===== config.mk =====
export PLATFORM = sky130hd
export DESIGN_NAME = ddc_config_sequencer
export DESIGN_NICKNAME = d
export VERILOG_FILES = /design/src/rtl/ddc_config_sequencer.sv
export SDC_FILE = /design/constraint.sdc
export NUM_CORES = 1
export LEC_CHECK = 0
export CAP_MARGIN = 10
export CORE_AREA = 5 5 105 107
export CTS_BUF_LIST = sky130_fd_sc_hd__clkbuf_4
export DETAILED_ROUTE_END_ITERATION = 8
export DIE_AREA = 0 0 110 112
export MAX_ROUTING_LAYER = met4
export PLACE_DENSITY = 0.78
export SYNTH_ARGS = -nofsm -noshare
export SYNTH_HDL_FRONTEND = slang
export SYNTH_SLANG_ARGS = --single-unit

===== constraint.sdc =====
create_clock -name clk -period 1.9 [get_ports clk]
set_clock_uncertainty 0.1 [all_clocks]
set_input_delay 0.38 -clock clk [delete_from_list [all_inputs] [get_ports clk]]
set_output_delay 0.38 -clock clk [all_outputs]
set_load 0.05 [all_outputs]

===== src/rtl/ddc_config_sequencer.sv =====
// Atomic reconfiguration sequencer for the DDC datapath: stage, mute, flush, settle.
// Optional SETTLE watchdog enabled by defining DDC_SEQ_TIMEOUT_EN.
module ddc_config_sequencer #(
  parameter int unsigned FLUSH_CYCLES   = 16,
  parameter int unsigned SETTLE_SAMPLES = 64,
  parameter int unsigned SETTLE_TIMEOUT = 65535
) (
  input  logic        clk,
  input  logic        resetN,
  input  logic        cfgReq,
  input  logic        cfgBypassCic,
  input  logic        cfgBypassHb,
  input  logic        cfgBypassFir,
  input  logic        cfgEnableBb,
  input  logic [7:0]  cfgDecimation,
  input  logic [31:0] cfgCenterFreq,
  input  logic        syncIn,
  output logic        bypassCic,
  output logic        bypassHb,
  output logic        bypassFir,
  output logic        enableBasebandInputs,
  output logic [7:0]  adcDecimation,
  output logic [31:0] ddcCenterFreq,
  output logic        filterReset,
  output logic        outputValid,
  output logic        syncGate,
  output logic        cfgBusy,
  output logic        cfgDone,
  output logic        cfgTimeout
);

  if (FLUSH_CYCLES == 0 || SETTLE_SAMPLES == 0 || SETTLE_TIMEOUT == 0) begin : gBadParams
    $error("ddc_config_sequencer: FLUSH_CYCLES, SETTLE_SAMPLES and SETTLE_TIMEOUT must be > 0");
  end

  localparam int unsigned FlushW  = $clog2(FLUSH_CYCLES + 1);
  localparam int unsigned SettleW = $clog2(SETTLE_SAMPLES + 1);
  localparam logic [FlushW-1:0]  FlushLast  = FlushW'(FLUSH_CYCLES - 1);
  localparam logic [FlushW-1:0]  FlushMax   = FlushW'(FLUSH_CYCLES);
  localparam logic [SettleW-1:0] SettleLast = SettleW'(SETTLE_SAMPLES - 1);
  localparam logic [SettleW-1:0] SettleMax  = SettleW'(SETTLE_SAMPLES);

  typedef enum logic [1:0] {StIdle, StMute, StFlush, StSettle} stateT;

  typedef struct packed {
    logic        bypassCic;
    logic        bypassHb;
    logic        bypassFir;
    logic        enableBb;
    logic [7:0]  decimation;
    logic [31:0] centerFreq;
  } cfgT;

  stateT              stateQ, stateD;
  logic [FlushW-1:0]  flushCntQ, flushCntD;
  logic [SettleW-1:0] settleCntQ, settleCntD;
  cfgT                shadowQ, shadowD;
  cfgT                appliedQ, appliedD;
  cfgT                reqCfg;
  logic               pendingQ, pendingD;
  logic               validQ, validD;
  logic               doneQ, doneD;
  logic               samplesDone;
  logic               timedOut;

`ifdef DDC_SEQ_TIMEOUT_EN
  localparam int unsigned TimerW = $clog2(SETTLE_TIMEOUT + 1);
  localparam logic [TimerW-1:0] TimerLast = TimerW'(SETTLE_TIMEOUT - 1);
  localparam logic [TimerW-1:0] TimerMax  = TimerW'(SETTLE_TIMEOUT);

  logic [TimerW-1:0] timerQ, timerD;
  logic              timeoutQ, timeoutD;
`endif

  assign reqCfg = '{
    bypassCic:  cfgBypassCic,
    bypassHb:   cfgBypassHb,
    bypassFir:  cfgBypassFir,
    enableBb:   cfgEnableBb,
    decimation: cfgDecimation,
    centerFreq: cfgCenterFreq
  };

  always_comb begin
    stateD      = stateQ;
    flushCntD   = flushCntQ;
    settleCntD  = settleCntQ;
    shadowD     = shadowQ;
    appliedD    = appliedQ;
    pendingD    = pendingQ;
    validD      = validQ;
    doneD       = 1'b0;
    samplesDone = 1'b0;
    timedOut    = 1'b0;
`ifdef DDC_SEQ_TIMEOUT_EN
    timerD   = timerQ;
    timeoutD = timeoutQ;
    if (cfgReq) timeoutD = 1'b0;
`endif

    // The shadow always tracks the latest request; mid-sequence ones are replayed later.
    if (cfgReq) begin
      shadowD = reqCfg;
      if (stateQ != StIdle) pendingD = 1'b1;
    end

    case (stateQ)
      StIdle: begin
        if (cfgReq) begin
          stateD = StMute;
          validD = 1'b0;
        end
      end
      StMute: begin
        validD    = 1'b0;
        appliedD  = shadowQ;
        flushCntD = '0;
        stateD    = StFlush;
      end
      StFlush: begin
        if (flushCntQ == FlushLast) begin
          stateD     = StSettle;
          settleCntD = '0;
`ifdef DDC_SEQ_TIMEOUT_EN
          timerD     = '0;
`endif
        end else if (flushCntQ != FlushMax) begin
          flushCntD = flushCntQ + 1'b1;
        end
      end
      StSettle: begin
        samplesDone = syncIn && (settleCntQ == SettleLast);
        if (syncIn && settleCntQ != SettleMax) settleCntD = settleCntQ + 1'b1;
`ifdef DDC_SEQ_TIMEOUT_EN
        timedOut = !samplesDone && (timerQ == TimerLast);
        if (timerQ != TimerMax) timerD = timerQ + 1'b1;
        if (timedOut) timeoutD = 1'b1;
`endif
        if (samplesDone || timedOut) begin
          // A same-cycle request counts as pending and restarts the sequence.
          if (pendingQ || cfgReq) begin
            stateD   = StMute;
            pendingD = 1'b0;
            validD   = 1'b0;
          end else begin
            stateD = StIdle;
            doneD  = 1'b1;
            validD = samplesDone;
          end
        end
      end
      default: stateD = StFlush;
    endcase
  end

  always_ff @(posedge clk or negedge resetN) begin
    if (!resetN) begin
      stateQ     <= StFlush;
      flushCntQ  <= '0;
      settleCntQ <= '0;
      shadowQ    <= '0;
      appliedQ   <= '0;
      pendingQ   <= 1'b0;
      validQ     <= 1'b0;
      doneQ      <= 1'b0;
    end else begin
      stateQ     <= stateD;
      flushCntQ  <= flushCntD;
      settleCntQ <= settleCntD;
      shadowQ    <= shadowD;
      appliedQ   <= appliedD;
      pendingQ   <= pendingD;
      validQ     <= validD;
      doneQ      <= doneD;
    end
  end

`ifdef DDC_SEQ_TIMEOUT_EN
  always_ff @(posedge clk or negedge resetN) begin
    if (!resetN) begin
      timerQ   <= '0;
      timeoutQ <= 1'b0;
    end else begin
      timerQ   <= timerD;
      timeoutQ <= timeoutD;
    end
  end

  assign cfgTimeout = timeoutQ;
`else
  assign cfgTimeout = 1'b0;
`endif

  assign bypassCic            = appliedQ.bypassCic;
  assign bypassHb             = appliedQ.bypassHb;
  assign bypassFir            = appliedQ.bypassFir;
  assign enableBasebandInputs = appliedQ.enableBb;
  assign adcDecimation        = appliedQ.decimation;
  assign ddcCenterFreq        = appliedQ.centerFreq;
  assign filterReset          = (stateQ == StFlush);
  assign cfgBusy              = (stateQ != StIdle);
  assign outputValid          = validQ;
  assign syncGate             = syncIn & validQ;
  assign cfgDone              = doneQ;

endmodule

==> impl_metrics.ini <==
[synthesis]
synth-compound-area-share = 0.0427
synth_xor_area_frac = 0
yosysSeqAreaShare = 0.602
synth_edf_count = 0
ys_seq_elements = 105
async_flop_share = 1.00
synth_top_family_by_area = multiplexers
avgSynthCellArea_um2 = 14.1
syn-num-nets = 367
synth_cell_types = 42
syn_inst = 309
synth-simple-area-share = 0.0599
yosys_warnings = 0
netlist_area_um2 = 4370
muxShareOfSynthArea = 0.236
synthFlopType = dfrtp_1
yosys.area_share.adder = 0.0287

[drt]
wl_per_cell_um = 15.4
vias_per_cell = 4.96
via_count = 2823
drt-total-wl_mm = 8.76
ant_nets = 0
drc = 0
first_iter_violations = 103
firstDrtPassIters = 4

[floorplanning]
rows = 37
die_area_um2 = 12300
core-area_um2 = 10000
die_h_um = 112
ioPinCount = 98
start_util = 0.435
die_x_um = 110

[global_routing]
grt_pass1_wl_mm = 14.5
track_usage = 0.153
antenna_found_initial = 0
grt_max_degree = 45
grt.overflow.total = 0
first_global_vias = 3003

[timing]
period_needed_ns = 1.98
rsz0062_at_grt = yes
hold_viol_final = 0
tightest_slew_ns = 0.531
setup_violations = 1
finalHoldWorstSlack_ns = 0.283
slew_headroom = 0.646
drv_slew = 0
period_share = 1.04
timing.final.ws_setup_ns = -0.0826
fmax_mhz = 504

[pwr]
peakVddDrop_mv = 0.868
leakage_nw = 2.55
fin_total_pwr_mw = 9.53
p_per_area_nw_per_um2 = 1630

[cts]
cts_tree = done
path_clk_slew_ns = 0.16
cts_sinks = 105
clockRootBuffer = clkbuf_4
htree_num_levels = 3
cts_buffers = 9
clk_path_buf_depth = 2
insertion_delay_ns = 0.44

[setup_path]
critPathKind = reg -> out
end_kind = primary output
arrival_ns = 1.50
crit_required_ns = 1.42
crit_fanout = 3
start_kind = register

[placed_design]
dp.cells = 543
numPortBuffers = 96
place_ws_ns = -0.0331
gp_congestion = 0.809
place_hpwl_mm = 6.32

[outcome]
violations = setup timing
status = complete, but fails checks

[cells_and_area]
drive_above_1_share = 0.252
postLayoutCoreUtil = 0.581
syn_to_final_growth_pct = 33.7
finalNetCount = 486
n_antenna_cell = 0
final_cells = 569

[min_path]
min_path_type = in -> reg

[run]
cap_viol_max_count = 0
## final timing paths
kind / start / end / slack, ns / cells past startpoint
max: stateQ[1]$_DFFE_PN1P_ / cfgBusy / -0.08 / 5
min: cfgReq / pendingQ$_DFF_PN0_ / 0.28 / 3
max reg2reg: stateQ[1]$_DFFE_PN1P_ / settleCntQ[5]$_DFFE_PN0P_ / 0.01 / 5
min reg2reg: shadowQ[40]$_DFFE_PN0P_ / enableBasebandInputs$_DFFE_PN0N_ / 0.40 / 1
max in group asynchronous: resetN / shadowQ[14]$_DFFE_PN0P_ / 0.80 / 3
min in group asynchronous: resetN / ddcCenterFreq[9]$_DFFE_PN0N_ / 0.36 / 2
## final cells by class
type                            count  area, µm²
Inverter                           14       60.1
Multi-Input combinational cell    176       1680
Sequential cell                   105       2630
Clock buffer                        9       67.6
Timing Repair Buffer              122       1120
Clock inverter                      7        103
Fill cell                         833       4210
Tap cell                          136        170
## critical path, cell delays in order (launching register included)
cell     delay, ns
dfstp_2       0.57
buf_6         0.12
inv_6         0.03
ha_4          0.16
inv_4         0.06
buf_12        0.13
## cells in the mapped netlist (2+ instances only)
master    count  area, µm²
nor2_1        4       15.0
nor3_1        7       35.0
mux2i_1       3       30.0
a21oi_1       5       25.0
dfrtp_1     104       2600
ha_1         10        125
o21ai_1       4       20.0
nand2b_1      2       12.5
nand3_1       5       25.0
o21ai_0       2       10.0
mux2_1       88        991
buf_2        10       50.1
o21a_1        2       15.0
nor4_1        2       12.5
a31oi_1       2       12.5
nand2_1      14       52.6
o22ai_1       3       18.8
and3_1        3       18.8
nor2b_1       2       12.5
a211o_1       2       17.5
inv_1        14       52.6
## routing by layer
layer	share of wire	routed length [µm]	up-vias	global-route usage
met4	0.011	99	0	0.0399
met5	0	0	-	-
met1	0.44	3820	1406	0.190
met3	0.059	516	10	0.0377
li1	-	-	1338	-
met2	0.49	4320	69	0.249
## power by group
| part | internal, mW | switching, mW |
|---|---|---|
| Clock | 0.548 | 0.740 |
| Sequential | 2.90 | 0.374 |
| Combinational | 1.89 | 3.07 |
## what timing repair did
item,CTS,global route
endpoints found under the setup margin,7,14
hold endpoints to repair,33,0
hold buffers,1,0
pin swaps,2,1
gates resized for setup,12,7
buffers inserted,6,3
gates cloned,0,0
## placed cells by master (no fill, tap or decap), types with 2 or more instances in the layout
| cell | instances |
|---|---|
| a211o_1 | 2 |
| a21oi_1 | 4 |
| and3_1 | 3 |
| buf_12 | 7 |
| buf_4 | 66 |
| buf_6 | 2 |
| bufinv_16 | 2 |
| clkbuf_4 | 9 |
| clkdlybuf4s50_1 | 45 |
| clkinv_4 | 2 |
| dfrtp_1 | 103 |
| ha_1 | 5 |
| ha_2 | 2 |
| ha_4 | 3 |
| inv_1 | 11 |
| inv_6 | 3 |
| mux2_1 | 88 |
| mux2i_1 | 3 |
| nand2_1 | 14 |
| nand3_1 | 5 |
| nor2_1 | 4 |
| nor2b_1 | 2 |
| nor3_1 | 7 |
| o21a_1 | 2 |
| o21ai_0 | 2 |
| o21ai_1 | 4 |
| o22ai_1 | 3 |
## sequential cells by signal, indices dropped and copies added, names as in the netlist
signal / cells
ddcCenterFreq: 32
outputValid: 1
bypassCic: 1
bypassFir: 1
stateQ: 2
shadowQ: 44
adcDecimation: 8
cfgDone: 1
bypassHb: 1
settleCntQ: 7
enableBasebandInputs: 1
flushCntQ: 5
pendingQ: 1
## stage by stage
step	setup TNS, ns	cell area, µm²
2_1_floorplan	0	4380
3_3_place_gp	0	5510
3_5_place_dp	-0.0331	5510
4_1_cts	-0.147	5780
5_1_grt	-0.450	5840
6_report	-0.0826	5840
## cells by family after synthesis
logic type / Yosys count
mux: 92
simple gates: 47
other cells: 1
compound gates: 26
fa+ha+maj: 10
buf+inv: 28
flops: 105
(Power assumes the default switching activity.)
